### config.mk
export PLATFORM = sky130hd
export DESIGN_NAME = float_to_int_converter
export DESIGN_NICKNAME = d
export VERILOG_FILES = /design/src/rtl/float_pkg.sv /design/src/rtl/is_special_float.sv /design/src/rtl/float_to_int_converter.sv
export SDC_FILE = /design/constraint.sdc
export NUM_CORES = 1
export LEC_CHECK = 0
export ABC_CLOCK_PERIOD_IN_PS = 4900
export BUFFER_PORTS_ARGS = -buffer_cell sky130_fd_sc_hd__buf_2
export CAP_MARGIN = 40
export CORE_ASPECT_RATIO = 2
export CORE_UTILIZATION = 25
export DETAILED_ROUTE_END_ITERATION = 6
export GPL_TIMING_DRIVEN = 0
export SLEW_MARGIN = 25
export SYNTH_ARGS = -nofsm -noshare
export SYNTH_HDL_FRONTEND = slang
export SYNTH_SLANG_ARGS = --single-unit
export TNS_END_PERCENT = 100
### constraint.sdc
create_clock -name clk -period 4.9 [get_ports clk]
set_input_delay 1.47 -clock clk [delete_from_list [all_inputs] [get_ports clk]]
set_output_delay 1.47 -clock clk [all_outputs]
set_load 0.03 [all_outputs]
### src/rtl/float_pkg.sv
// Shared definitions for the float conversion blocks: FSM state encoding
// and the exponent-bias / integer saturation-limit helpers.
package float_pkg;

  typedef enum logic [1:0] {
    IDLE  = 2'd0,
    SHIFT = 2'd1,
    ROUND = 2'd2,
    DONE  = 2'd3
  } state_e;

  function automatic int exp_bias(input int exponent_width);
    return (1 << (exponent_width - 1)) - 1;
  endfunction

  // Largest positive two's-complement value of a w-bit integer.
  function automatic longint sat_max(input int w);
    return (longint'(1) <<< (w - 1)) - longint'(1);
  endfunction

  // Magnitude of the most negative w-bit integer (also its bit pattern).
  function automatic longint sat_min_mag(input int w);
    return longint'(1) <<< (w - 1);
  endfunction

endpackage

### src/rtl/is_special_float.sv
// Classifies the exponent/mantissa part of a float as NaN, infinity,
// zero or denormal. The sign is irrelevant here and is not an input.
module is_special_float #(
  parameter int EXPONENT_WIDTH = 8,
  parameter int MANTISSA_WIDTH = 23
) (
  input  logic [EXPONENT_WIDTH+MANTISSA_WIDTH-1:0] magnitude,
  output logic                                     is_nan,
  output logic                                     is_inf,
  output logic                                     is_zero,
  output logic                                     is_denormal
);

  logic exp_ones;
  logic exp_zero;
  logic man_zero;

  assign exp_ones = &magnitude[EXPONENT_WIDTH+MANTISSA_WIDTH-1:MANTISSA_WIDTH];
  assign exp_zero = ~|magnitude[EXPONENT_WIDTH+MANTISSA_WIDTH-1:MANTISSA_WIDTH];
  assign man_zero = ~|magnitude[MANTISSA_WIDTH-1:0];

  assign is_nan      = exp_ones & ~man_zero;
  assign is_inf      = exp_ones &  man_zero;
  assign is_zero     = exp_zero &  man_zero;
  assign is_denormal = exp_zero & ~man_zero;

endmodule

### src/rtl/float_to_int_converter.sv
// Multi-cycle float to signed integer converter: a bit-serial barrel shift
// (one position per cycle) followed by a single rounding/saturation cycle.
module float_to_int_converter
  import float_pkg::*;
#(
  parameter int EXPONENT_WIDTH   = 8,
  parameter int MANTISSA_WIDTH   = 23,
  parameter int INT_WIDTH        = 32,
  parameter int ROUND_TO_NEAREST = 1
) (
  input  logic                                   clk,
  input  logic                                   rst,
  input  logic                                   in_valid,
  output logic                                   in_ready,
  input  logic [EXPONENT_WIDTH+MANTISSA_WIDTH:0] a,
  output logic                                   out_valid,
  input  logic                                   out_ready,
  output logic [INT_WIDTH-1:0]                   out,
  output logic                                   overflow_flag,
  output logic                                   invalid_operation_flag,
  output logic                                   inexact_flag
);

  localparam int FW   = EXPONENT_WIDTH + MANTISSA_WIDTH + 1;
  localparam int WW   = INT_WIDTH + 2;
  localparam int CW   = $clog2(INT_WIDTH + MANTISSA_WIDTH + 2);
  localparam int BIAS = exp_bias(EXPONENT_WIDTH);

  localparam logic [INT_WIDTH-1:0] INT_MAX     = INT_WIDTH'(sat_max(INT_WIDTH));
  localparam logic [INT_WIDTH-1:0] INT_MIN     = INT_WIDTH'(sat_min_mag(INT_WIDTH));
  localparam logic [WW-1:0]        MAG_MAX_POS = WW'(sat_max(INT_WIDTH));
  localparam logic [WW-1:0]        MAG_MAX_NEG = WW'(sat_min_mag(INT_WIDTH));

  state_e                     state;
  logic                       sign_r;
  logic                       dir_left;
  logic [CW-1:0]              count;
  logic [WW-1:0]              work;
  logic                       guard;
  logic                       sticky;

  logic                       sign_in;
  logic [EXPONENT_WIDTH-1:0]  exp_in;
  logic [MANTISSA_WIDTH-1:0]  man_in;
  logic                       is_nan;
  logic                       is_inf;
  logic                       is_zero;
  logic                       is_denormal;

  int                         e_in;
  logic                       left_in;
  logic [CW-1:0]              shift_count_in;

  logic                       go_special;
  logic [INT_WIDTH-1:0]       special_out;
  logic                       special_ovf;
  logic                       special_inv;
  logic                       special_inx;

  logic                       round_up;
  logic [WW-1:0]              mag_rounded;
  logic [WW-1:0]              neg_mag;
  logic [INT_WIDTH-1:0]       round_out;
  logic                       round_ovf;

  assign sign_in  = a[FW-1];
  assign exp_in   = a[FW-2:MANTISSA_WIDTH];
  assign man_in   = a[MANTISSA_WIDTH-1:0];
  assign in_ready = (state == IDLE);

  is_special_float #(
    .EXPONENT_WIDTH (EXPONENT_WIDTH),
    .MANTISSA_WIDTH (MANTISSA_WIDTH)
  ) u_special (
    .magnitude   (a[FW-2:0]),
    .is_nan      (is_nan),
    .is_inf      (is_inf),
    .is_zero     (is_zero),
    .is_denormal (is_denormal)
  );

  // Unbiased exponent and the distance between the binary point and the
  // integer LSB; only meaningful when the operand takes the normal path.
  always_comb begin
    e_in           = int'(exp_in) - BIAS;
    left_in        = (e_in > MANTISSA_WIDTH);
    shift_count_in = left_in ? CW'(e_in - MANTISSA_WIDTH) : CW'(MANTISSA_WIDTH - e_in);
  end

  always_comb begin
    go_special  = 1'b0;
    special_out = '0;
    special_ovf = 1'b0;
    special_inv = 1'b0;
    special_inx = 1'b0;
    if (is_nan) begin
      go_special  = 1'b1;
      special_out = INT_MIN;
      special_inv = 1'b1;
    end else if (is_inf) begin
      go_special  = 1'b1;
      special_out = sign_in ? INT_MIN : INT_MAX;
      special_ovf = 1'b1;
    end else if (is_zero || is_denormal) begin
      go_special  = 1'b1;
      special_inx = is_denormal;
    end else if (e_in < -1) begin
      // Magnitude below one half always truncates to zero, even under RNE.
      go_special  = 1'b1;
      special_inx = 1'b1;
    end else if (e_in >= INT_WIDTH - 1) begin
      go_special = 1'b1;
      if (sign_in) begin
        special_out = INT_MIN;
        special_ovf = !((e_in == INT_WIDTH - 1) && (man_in == '0));
      end else begin
        special_out = INT_MAX;
        special_ovf = 1'b1;
      end
    end
  end

  always_comb begin
    round_up    = (ROUND_TO_NEAREST != 0) && guard && (sticky || work[0]);
    mag_rounded = work + WW'(round_up);
    neg_mag     = WW'(0) - mag_rounded;
    round_out   = '0;
    round_ovf   = 1'b0;
    if (sign_r) begin
      if (mag_rounded > MAG_MAX_NEG) begin
        round_out = INT_MIN;
        round_ovf = 1'b1;
      end else begin
        round_out = neg_mag[INT_WIDTH-1:0];
      end
    end else begin
      if (mag_rounded > MAG_MAX_POS) begin
        round_out = INT_MAX;
        round_ovf = 1'b1;
      end else begin
        round_out = mag_rounded[INT_WIDTH-1:0];
      end
    end
  end

  // Right shifts feed the discarded bit into guard and fold the previous
  // guard into sticky, so rounding sees exactly the bits below the LSB.
  always_ff @(posedge clk or posedge rst) begin
    if (rst) begin
      state                  <= IDLE;
      sign_r                 <= 1'b0;
      dir_left               <= 1'b0;
      count                  <= '0;
      work                   <= '0;
      guard                  <= 1'b0;
      sticky                 <= 1'b0;
      out                    <= '0;
      out_valid              <= 1'b0;
      overflow_flag          <= 1'b0;
      invalid_operation_flag <= 1'b0;
      inexact_flag           <= 1'b0;
    end else begin
      case (state)
        IDLE: begin
          if (in_valid) begin
            sign_r   <= sign_in;
            dir_left <= left_in;
            count    <= shift_count_in;
            work     <= WW'({1'b1, man_in});
            guard    <= 1'b0;
            sticky   <= 1'b0;
            if (go_special) begin
              out                    <= special_out;
              overflow_flag          <= special_ovf;
              invalid_operation_flag <= special_inv;
              inexact_flag           <= special_inx;
              out_valid              <= 1'b1;
              state                  <= DONE;
            end else begin
              overflow_flag          <= 1'b0;
              invalid_operation_flag <= 1'b0;
              inexact_flag           <= 1'b0;
              state                  <= (shift_count_in == '0) ? ROUND : SHIFT;
            end
          end
        end
        SHIFT: begin
          if (dir_left) begin
            work <= work << 1;
          end else begin
            work   <= work >> 1;
            guard  <= work[0];
            sticky <= sticky | guard;
          end
          count <= count - CW'(1);
          if (count == CW'(1)) begin
            state <= ROUND;
          end
        end
        ROUND: begin
          out                    <= round_out;
          overflow_flag          <= round_ovf;
          invalid_operation_flag <= 1'b0;
          inexact_flag           <= guard | sticky;
          out_valid              <= 1'b1;
          state                  <= DONE;
        end
        DONE: begin
          if (out_ready) begin
            out_valid <= 1'b0;
            state     <= IDLE;
          end
        end
        default: state <= IDLE;
      endcase
    end
  end

endmodule

==> key figures, run 1 <==
Synthesis
  – Cells after synthesis: 877
  – Avg Cell Area, Syn: 7.995 um^2
  – Largest family of logic cells by synthesized area: simple AND/OR/NAND/NOR gates
  – Syn nets: 931
  – Sequential share of the synthesized area: 0.2926
  – Distinct cells, synth: 88
  – Post-synth EDFFs: 0
  – Post-Synth XOR/XNOR Area: 0.07245
  – Synthesized flop and latch total: 82
  – Post-Syn Area: 0.007012 mm^2
  – Adder-Cell Fraction of Synth Area: 0.03212
  – Async SR Flop Fraction: 1.000
  – Post-synthesis mux area share: 0.06781
  – Top FF cell, synth: dfrtp_1
  – Synth Area in Compound Gates: 0.2168
  – Post-synthesis simple-gate area fraction: 0.2593
  – YS warnings: 0

Drt
  – DR iter-0 viols: 269
  – ANT nets after route: 0
  – Post-route DRC: 0
  – Router iterations before antenna repair: 5
  – Vias per std cell: 5.210
  – Total routed wirelength: 24710 um
  – Wire per inst: 18.69 um
  – Vias post-DR: 6887

Timing
  – Final hold slack: 0.4938 ns
  – Period utilization: 0.9328
  – Setup Viol. Count Final: 0
  – Slew HR: 0.4271
  – Clock Skew: 0.009376 ns
  – RSZ-0062 raised after global routing: no
  – Post-route setup TNS: 0 ns
  – FMAX: 218.8 MHz
  – Worst-margin pin slew: 0.8594 ns
  – Final Critical Period: 4.571 ns
  – Fin. Hold Viols: 0
  – Max Slew Vio Count: 0

Clock network
  – Hold Buf Count CTS: 0
  – CTS tree: yes
  – CTS buffer count: 9
  – Clock Sinks: 82
  – Clock slew at reported path FFs: 0.07 ns
  – Worst skew pair latency: 0.37 ns
  – Clock Tree Root: clkbuf_16
  – Max Root-Sink Buffers: 2
  – CTS H-tree depth: 3

GRT
  – First-pass GRT wire length: 38080 um
  – Initial antenna violation count: 0
  – Largest net degree at the start of global routing: 53
  – GRT Util Overall: 0.1749
  – Vias in the first global route: 6969
  – Grt ovf: 0

Hold path
  – Hold path start: inexact_flag
  – Hold Crit Class: reg -> reg
  – Hold path cells: 2
  – Hold Path Sink: inexact_flag

Pwr
  – Peak VDD IR: 0.0002052 V
  – Pwr Density: 706.4 mW/mm^2
  – Pleak: 3.294 nW
  – Internal Pwr Total: 0.002729 W
  – Logic pwr share: 0.651
  – Clock power share: 0.133
  – Switching share of power: 0.5285
  – Net Switching: 0.003059 W
  – Share of power burned in registers: 0.216

Status
  – Outcome: finished, final reports clean

Floorplan
  – Die Y: 238.8 um
  – # rows: 86
  – IO Count: 73
  – Starting density of the core: 0.2545
  – Core area: 0.02755 mm^2
  – Die footprint: 0.02876 mm^2
  – Die span in x: 120.4 um

Placement
  – DP Cell Count: 1304
  – Placed Area: 0.007855 mm^2
  – RePlAce Congestion: 0.9262
  – DP HPWL: 19970 um
  – Number of buffers added on ports: 72

Finish
  – Post-route cell area: 0.008193 mm^2
  – Finished Layout Cells: 1322
  – Reg area: 0.002052 mm^2
  – Ant. Diodes: 0
  – Area grow syn2layout: 16.85%
  – Final core occ: 0.2974
  – Nets@finish: 1019
  – Share of post-route cells with drive strength above 1: 0.1691
  – Multi-input gate area: 0.004547 mm^2
  – Fillers: 3086

Setup path
  – Worst Setup Start Kind: input port
  – R2R cell count: 12
  – Crit path max fanout: 10
  – Internal reg-to-reg setup slack: 0.47 ns
  – Worst R2R End: out[31]
  – CP Capture Type: register
  – CP required: 5.19 ns
  – WS Path Type: in -> reg
  – WP data arrival: 4.86 ns
  – FF-to-FF Start: work[0]

Run
  – Max-Cap Viols: 0
[critical path: stages]
cell and delay [ns]:
buf_2 0.17, ha_1 0.23, nand3_1 0.10, xnor2_1 0.30, ha_1 0.25, nand3_1 0.13, o21a_1 0.18, a41oi_1 0.41
nor2b_1 0.32, clkbuf_1 0.53, clkbuf_1 0.53, nor2_1 0.09, a21oi_1 0.13
[power by group through the flow]
stage,sequential (W),combinational [W],clock [W]
after floorplan,0.00149,0.00239,0
after global placement,0.00126,0.00368,0
after detailed placement,0.00127,0.00372,0
after CTS,0.00125,0.00374,0.000780
after global routing,0.00130,0.00410,0.000806
final,0.00125,0.00377,0.000769
[per-layer routing]
layer,vias to the layer above,GRT usage,part of all wire
met5,-,0,0
met4,0,0.1212,0.063
met3,70,0.02552,0.028
met2,191,0.3363,0.55
met1,3264,0.1662,0.35
li1,3362,-,-
[state kept, by name, indices dropped and copies added, names as in the netlist]
register	count
count	6
sticky	1
guard	1
dir_left	1
state	2
out_valid	1
out	32
sign_r	1
overflow_flag	1
invalid_operation_flag	1
work	34
inexact_flag	1
[synthesized netlist by cell type (4+ instances only)]
cell type | count | share of area
inv_1 | 19 | 0.010
or3_1 | 9 | 0.0080
nor2_1 | 91 | 0.049
nand4_1 | 19 | 0.017
xnor2_1 | 35 | 0.044
o21a_1 | 5 | 0.0054
ha_1 | 18 | 0.032
o211ai_1 | 5 | 0.0054
nand2_1 | 78 | 0.042
a211oi_1 | 4 | 0.0043
nand2b_1 | 5 | 0.0045
o2111ai_1 | 10 | 0.012
and2_1 | 8 | 0.0071
a21oi_1 | 73 | 0.052
buf_1 | 9 | 0.0048
o22ai_1 | 9 | 0.0080
mux2_2 | 4 | 0.0064
xor2_1 | 23 | 0.029
a21o_1 | 4 | 0.0043
clkbuf_1 | 34 | 0.018
nor4_1 | 15 | 0.013
and4_1 | 5 | 0.0062
and3_1 | 9 | 0.0080
nand3_1 | 33 | 0.024
o21ai_0 | 65 | 0.046
a31oi_1 | 11 | 0.0098
mux2i_1 | 43 | 0.061
dfrtp_1 | 82 | 0.29
nor2b_1 | 6 | 0.0054
a21boi_0 | 4 | 0.0043
buf_2 | 15 | 0.011
nor3_2 | 4 | 0.0057
buf_4 | 7 | 0.0075
or2_2 | 6 | 0.0054
nor3b_1 | 4 | 0.0043
nor3_1 | 26 | 0.019
[final cells by class]
cell class / instances / share of cell area
Multi-Input combinational cell: 706 / 0.5550
Tap cell: 352 / 0.05376
Sequential cell: 82 / 0.2505
Inverter: 20 / 0.009774
Timing Repair Buffer: 77 / 0.04979
Clock inverter: 7 / 0.01237
Buffer: 69 / 0.04139
Clock buffer: 9 / 0.02749
[cell families after synthesis]
group	count (synthesis)
AO/OA/AOI/OAI	238
XOR/XNOR	58
adder cells (fa/ha/maj)	18
buffers and inverters	89
flip-flops	82
multiplexers	47
AND/OR/NAND/NOR	345
[layout by cell type (no fill, tap or decap), drive strengths merged, types with 23 or more instances in the layout]
cell and n:
mux2i 43, xnor2 35, clkbuf 44, nor2 92, nor3 31, o21ai 69
nand2 81, a21oi 73, nand3 34, dfrtp 82, xor2 23, buf 111
[stage by stage]
stage	total power, W	setup slack, ns
global route	0.006198	0.03693
detailed placement	0.004989	-0.1093
floorplan	0.003879	1.018
finish	0.005787	0.3292
CTS	0.005773	0.2703
global placement	0.004933	-0.07366
[worst max path at each step]
| stage | from | endpoint | depth (start not counted) |
|---|---|---|---|
| detailed placement | a[23] | out[13] | 13 |
| global placement | a[23] | out[27] | 13 |
| global route | a[23] | out[4] | 13 |
| CTS | a[23] | out[13] | 13 |
| floorplan | a[23] | out[13] | 12 |
| finish | a[23] | out[5] | 13 |
[repair_timing]
item | CTS | global route
setup buffers | 0 | 0
setup endpoints to repair | 0 | 5
resized for setup | 0 | 2
Note: power is estimated with default switching activity, not from simulation.
==> run 2, diff against run 1 <==
--- a/config.mk
+++ b/config.mk
@@ -9,7 +9,7 @@
 export BUFFER_PORTS_ARGS = -buffer_cell sky130_fd_sc_hd__buf_2
 export CAP_MARGIN = 40
 export CORE_ASPECT_RATIO = 2
-export CORE_UTILIZATION = 25
+export CORE_UTILIZATION = 29
 export DETAILED_ROUTE_END_ITERATION = 6
 export GPL_TIMING_DRIVEN = 0
 export SLEW_MARGIN = 25
==> key figures, run 2 (synthesis results as in run 1) <==
Setup path
  – CP Capture Type: register
  – Cell breakdown of the critical path: buf_2, ha_1, nand3_1, xnor2_1, ha_1, nand3_1, o21a_1, a41oi_1, nor2b_1, clkbuf_1, clkbuf_1, o22ai_1, a31oi_1
  – CP peak stage delay: 0.53 ns
  – CP required: 5.19 ns
  – WP data arrival: 4.93 ns
  – Crit path max fanout: 10
  – WS Path Type: in -> reg
  – Worst Setup Start Kind: input port
  – CP top delay family: buffers and inverters
  – Slowest-stage cell, CP: clkbuf_1
  – WP buf/inv: 3

Hold path
  – Hold Crit Class: reg -> reg

Finish
  – Area grow syn2layout: 15.42%
  – Highest-count cells in the layout ignoring fill and taps: 91 x nor2_1, 89 x buf_2, 82 x dfrtp_1, 78 x nand2_1, 73 x a21oi_1
  – Biggest register: work
  – Max reg flops: 34
  – Largest regs: work (34), out (32), count (6)
  – Fillers: 2585
  – Share of post-route cells with drive strength above 1: 0.1672
  – Ant. Diodes: 0
  – Most common cell after layout, fill and taps aside: nor2_1
  – Nets@finish: 1018

Floorplan
  – IO Count: 73
  – # rows: 80
  – Die Y: 221.9 um
  – Starting density of the core: 0.2943
  – Die span in x: 112.0 um
  – Core area: 0.02382 mm^2
  – Die footprint: 0.02484 mm^2

GRT
  – First-pass GRT wire length: 38090 um
  – GRT Util Overall: 0.2006
  – Initial antenna violation count: 0
  – Largest net degree at the start of global routing: 53
  – Grt ovf: 0
  – Vias in the first global route: 7005

Timing
  – Fin. Hold Viols: 0
  – Max Slew Vio Count: 0
  – Final hold slack: 0.5023 ns
  – Clock Skew: 0.01431 ns
  – Period utilization: 0.9470
  – Post-route setup slack: 0.2599 ns
  – Worst-margin pin slew: 0.9215 ns
  – Slew HR: 0.3770
  – Setup Viol. Count Final: 0
  – Final Critical Period: 4.640 ns
  – RSZ-0062 raised after global routing: no
  – FMAX: 215.5 MHz

Pwr
  – Pwr Density: 706.9 mW/mm^2
  – Peak VDD IR: 0.0002366 V
  – Switching share of power: 0.5298
  – Internal Pwr Total: 0.002690 W
  – Share of power burned in registers: 0.219
  – Clock power share: 0.126
  – Logic pwr share: 0.655
  – Net Switching: 0.003031 W
  – Pleak: 3.285 nW
  – Tot Pwr: 0.005721 W

Drt
  – ANT nets after route: 0
  – Total routed wirelength: 24180 um
  – Router iterations before antenna repair: 6
  – Vias per std cell: 5.445
  – DR iter-0 viols: 348
  – Post-route DRC: 4
  – Vias post-DR: 6839
  – Wire per inst: 19.25 um

Clock network
  – Max Root-Sink Buffers: 2
  – CTS tree: yes
  – Worst skew pair latency: 0.37 ns
  – Setup bufs post-CTS: 0
  – Clock Sinks: 82
  – CTS H-tree depth: 3
  – Clock slew at reported path FFs: 0.06 ns
  – CTS buffer count: 9
  – Cts repair resizes: 0
  – Clock Tree Root: clkbuf_16
  – Hold Buf Count CTS: 0

Placement
  – Number of buffers added on ports: 72
  – Post-place setup slack: -0.1135 ns
  – DP HPWL: 19670 um
  – RePlAce Congestion: 0.9155

Run
  – Max-Cap Viols: 0

Status
  – Failing checks: design-rule violations
  – Outcome: complete, but fails checks
-- run 2: layer usage --
| layer | global-route usage | part of all wire |
|---|---|---|
| met1 | 0.1889 | 0.35 |
| met2 | 0.3835 | 0.55 |
| met3 | 0.02570 | 0.031 |
| met4 | 0.1553 | 0.074 |
| met5 | 0 | 0 |
-- run 2: through the flow --
step | instance area (um^2) | utilization | TNS [ns] | instances
floorplan | 7012 | - | 0 | 877
global placement | 7731 | 0.3245 | -0.7409 | 1236
detailed placement | 7774 | 0.3263 | -1.049 | 1239
CTS | 8085 | 0.3394 | 0 | 1255
global route | 8093 | 0.3397 | 0 | 1256
finish | 8093 | 0.3397 | 0 | 1256
-- run 2: layout make-up --
class                           count  area [um^2]  share of cell area
Multi-Input combinational cell    706         4547              0.5618
Inverter                           20        80.08            0.009895
Clock inverter                      6        72.57            0.008967
Buffer                             69        337.8             0.04174
Sequential cell                    82         2052              0.2536
Timing Repair Buffer               76        405.4             0.05009
Tap cell                          287        359.1             0.04437
Clock buffer                       10        239.0             0.02953
-- run 2: path summary, 6_finish.rpt --
path	cells past startpoint	startpoint	endpoint	slack, ns
hold / removal	2	invalid_operation_flag	invalid_operation_flag	0.50
max in group asynchronous	3	rst	work[8]	3.25
setup reg to reg	12	work[0]	out[30]	0.49
setup / recovery	13	a[23]	out[13]	0.26
min in group asynchronous	2	rst	out[30]	1.07
hold reg to reg	2	invalid_operation_flag	invalid_operation_flag	0.50
-- run 2: worst register-to-register path: stages (launching register included) --
cell      delay, ns
dfrtp_1        0.53
o21a_1         0.30
ha_1           0.19
ha_1           0.22
nand4_1        0.25
nor4_2         0.56
nand3_1        0.23
xnor2_1        0.23
or4_1          0.53
nor4b_1        0.78
o32a_1         0.25
nand3_1        0.10
o221ai_1       0.15
-- run 2: power groups by stage --
stage | Combinational, W | Sequential (W) | Clock (W)
floorplan | 0.00239 | 0.00149 | 0
global placement | 0.00366 | 0.00126 | 0
detailed placement | 0.00370 | 0.00127 | 0
CTS | 0.00372 | 0.00125 | 0.000728
global route | 0.00409 | 0.00130 | 0.000753
finish | 0.00374 | 0.00125 | 0.000722
==> run 3, diff against run 2 <==
--- a/config.mk
+++ b/config.mk
@@ -8,12 +8,16 @@
 export ABC_CLOCK_PERIOD_IN_PS = 4900
 export BUFFER_PORTS_ARGS = -buffer_cell sky130_fd_sc_hd__buf_2
 export CAP_MARGIN = 40
+export CELL_PAD_IN_SITES_DETAIL_PLACEMENT = 1
+export CELL_PAD_IN_SITES_GLOBAL_PLACEMENT = 1
 export CORE_ASPECT_RATIO = 2
-export CORE_UTILIZATION = 29
+export CORE_UTILIZATION = 45
 export DETAILED_ROUTE_END_ITERATION = 6
 export GPL_TIMING_DRIVEN = 0
+export PLACE_DENSITY_LB_ADDON = 0.1
 export SLEW_MARGIN = 25
 export SYNTH_ARGS = -nofsm -noshare
 export SYNTH_HDL_FRONTEND = slang
+export SYNTH_HIERARCHICAL = 1
 export SYNTH_SLANG_ARGS = --single-unit
 export TNS_END_PERCENT = 100
==> key figures, run 3 <==
Finish
  – Largest regs: work (34), out (32), count (6)
  – Multi-input gate area: 0.004483 mm^2
  – Max reg flops: 34
  – Nets@finish: 1027
  – Biggest register: work
  – Area grow syn2layout: 14.53%
  – Post-route cell area: 0.007850 mm^2
  – Share of post-route cells with drive strength above 1: 0.1348
  – Most common cell after layout, fill and taps aside: nand2_1
  – Ant. Diodes: 0
  – Fillers: 1949
  – Highest-count cells in the layout ignoring fill and taps: 106 x nand2_1, 92 x o21ai_0, 82 x dfrtp_1, 80 x buf_2, 63 x nor2_1
  – Reg area: 0.002052 mm^2

Synthesis
  – Sequential share of the synthesized area: 0.2994
  – Post-Syn Area: 0.006854 mm^2
  – Post-synth EDFFs: 0
  – Cells after synthesis: 886
  – Synthesized flop and latch total: 82
  – Distinct cells, synth: 67
  – Avg Cell Area, Syn: 7.736 um^2
  – Top cells by area, synth: dfrtp_1 30%, o21ai_0 6.7%, nand2_1 5.8%
  – Most common cell in the netlist: nand2_1
  – Largest family of logic cells by synthesized area: simple AND/OR/NAND/NOR gates
  – Yosys top cell area share: 0.2994
  – Yosys top cell by area: dfrtp_1
  – Post-Synth XOR/XNOR Area: 0.07795
  – Syn nets: 939
  – Post-synthesis simple-gate area fraction: 0.2813
  – Top cells by count, synth: 106 x nand2_1, 92 x o21ai_0, 82 x dfrtp_1
  – Async SR Flop Fraction: 1.000
  – Adder-Cell Fraction of Synth Area: 0.03103
  – Top FF cell, synth: dfrtp_1
  – Synth Area in Compound Gates: 0.2028
  – YS warnings: 6
  – Post-synthesis mux area share: 0.05604

Floorplan
  – # rows: 63
  – Core area: 0.01482 mm^2
  – Starting density of the core: 0.4625
  – IO Count: 73
  – Die footprint: 0.01576 mm^2
  – Die Y: 176.5 um
  – Die span in x: 89.27 um

Status
  – Outcome: finished, final reports clean

Setup path
  – Worst Setup Start Kind: input port
  – CP top delay family: simple AND/OR/NAND/NOR gates
  – CP required: 5.17 ns
  – CP peak stage delay: 0.54 ns
  – WP buf/inv: 4
  – Crit path max fanout: 10
  – Cell breakdown of the critical path: buf_2, inv_1, ha_1, nor3_1, a311oi_1, or4_1, o31a_1, o311ai_2, buf_4, nor2_1, buf_2, nor3_1
  – WS Path Type: in -> reg
  – Slowest-stage cell, CP: nor3_1
  – WP data arrival: 4.98 ns
  – CP Capture Type: register

Clock network
  – CTS buffer count: 9
  – Cts repair resizes: 4
  – CTS tree: yes
  – Clock Tree Root: clkbuf_16
  – Clock slew at reported path FFs: 0.07 ns
  – Clock Sinks: 82
  – Setup bufs post-CTS: 0
  – Hold Buf Count CTS: 0
  – Worst skew pair latency: 0.36 ns
  – CTS H-tree depth: 3
  – Max Root-Sink Buffers: 2

Timing
  – Setup Viol. Count Final: 0
  – Max Slew Vio Count: 0
  – Final hold slack: 0.4850 ns
  – Period utilization: 0.9619
  – Slew HR: 0.4307
  – FMAX: 212.2 MHz
  – Worst-margin pin slew: 0.8461 ns
  – Clock Skew: 0.009016 ns
  – Final Critical Period: 4.713 ns
  – RSZ-0062 raised after global routing: no
  – Fin. Hold Viols: 0

Placement
  – RePlAce Congestion: 0.9616
  – Placed Area: 0.007516 mm^2
  – Number of buffers added on ports: 72
  – DP HPWL: 22020 um

GRT
  – Grt ovf: 0
  – First-pass GRT wire length: 41300 um
  – GRT Util Overall: 0.3577
  – Largest net degree at the start of global routing: 47
  – Initial antenna violation count: 0
  – Vias in the first global route: 7749

Drt
  – Post-route DRC: 0
  – Router iterations before antenna repair: 5
  – ANT nets after route: 0
  – Wire per inst: 23.06 um
  – Vias post-DR: 7355
  – Vias per std cell: 6.265
  – Total routed wirelength: 27070 um
  – DR iter-0 viols: 364

Pwr
  – Tot Pwr: 0.005249 W
  – Peak VDD IR: 0.0003967 V
  – Pwr Density: 668.6 mW/mm^2
  – Pleak: 3.074 nW

Hold path
  – Hold Crit Class: reg -> reg

Run
  – Max-Cap Viols: 0
==> run 3: where the power goes <==
part           leakage (nW)  internal, W  total (W)  switching [W]
Sequential             1.02     0.000990    0.00121       0.000223
Combinational          1.92      0.00106    0.00334        0.00228
Clock                 0.135     0.000396   0.000697       0.000301
==> run 3: worst register-to-register path: stages (launching register included) <==
cell,delay (ns)
dfrtp_1,0.47
o21a_1,0.22
ha_1,0.17
ha_1,0.16
clkbuf_1,0.30
and3_1,0.39
nand3_1,0.29
o31a_1,0.37
nor4b_1,0.37
o21ai_0,0.37
nor3_1,0.75
and4_1,0.42
o31a_1,0.17
o221ai_1,0.12
==> run 3: kinds of logic (layout without fill, tap and decap cells) <==
| kind of cell | Yosys count | in the layout |
|---|---|---|
| DFF | 82 | 82 |
| and+or+nand+nor | 371 | 371 |
| xor gates and xnor gates | 61 | 61 |
| AOI/OAI and AO/OA | 229 | 229 |
| adders and majority gates | 17 | 17 |
| buffers and inverters | 88 | 181 |
| muxes | 38 | 38 |
==> run 3: per-layer routing <==
layer / share of wire / track usage / up-vias
li1: - / - / 3402
met5: 0 / 0 / -
met3: 0.031 / 0.04254 / 117
met4: 0.10 / 0.3333 / 0
met2: 0.55 / 0.6698 / 249
met1: 0.32 / 0.3083 / 3587
==> run 3: final timing paths <==
kind / slack, ns / depth (start not counted) / start / to
max in group asynchronous: 3.15 / 3 / rst / out[31]
worst min-delay path: 0.49 / 2 / out_valid / out_valid
min in group asynchronous: 1.15 / 2 / rst / out[25]
worst max-delay path: 0.19 / 12 / a[23] / out[24]
worst min register to register: 0.49 / 2 / out_valid / out_valid
worst max register to register: 0.20 / 13 / work[0] / out[31]
==> run 3: layout make-up <==
cell class | instances | area share
clock inverter | 6 | 0.008448
inverter | 22 | 0.01084
multi-input combinational | 716 | 0.5711
clock buffer | 10 | 0.02917
timing repair buffer | 77 | 0.05292
tap | 195 | 0.03108
sequential | 82 | 0.2614
buffer | 66 | 0.03507
==> run 3: metrics by stage <==
step / setup WS (ns) / cells / setup TNS, ns / util
6_report: 0.1869 / 1174 / 0 / 0.5297
5_1_grt: 0.01240 / 1174 / 0 / 0.5297
4_1_cts: 0.07202 / 1172 / 0 / 0.5283
3_5_place_dp: -0.5571 / 1156 / -11.46 / 0.5072
3_3_place_gp: -0.4474 / 1153 / -8.462 / 0.5033
2_1_floorplan: 0.6037 / 886 / 0 / -
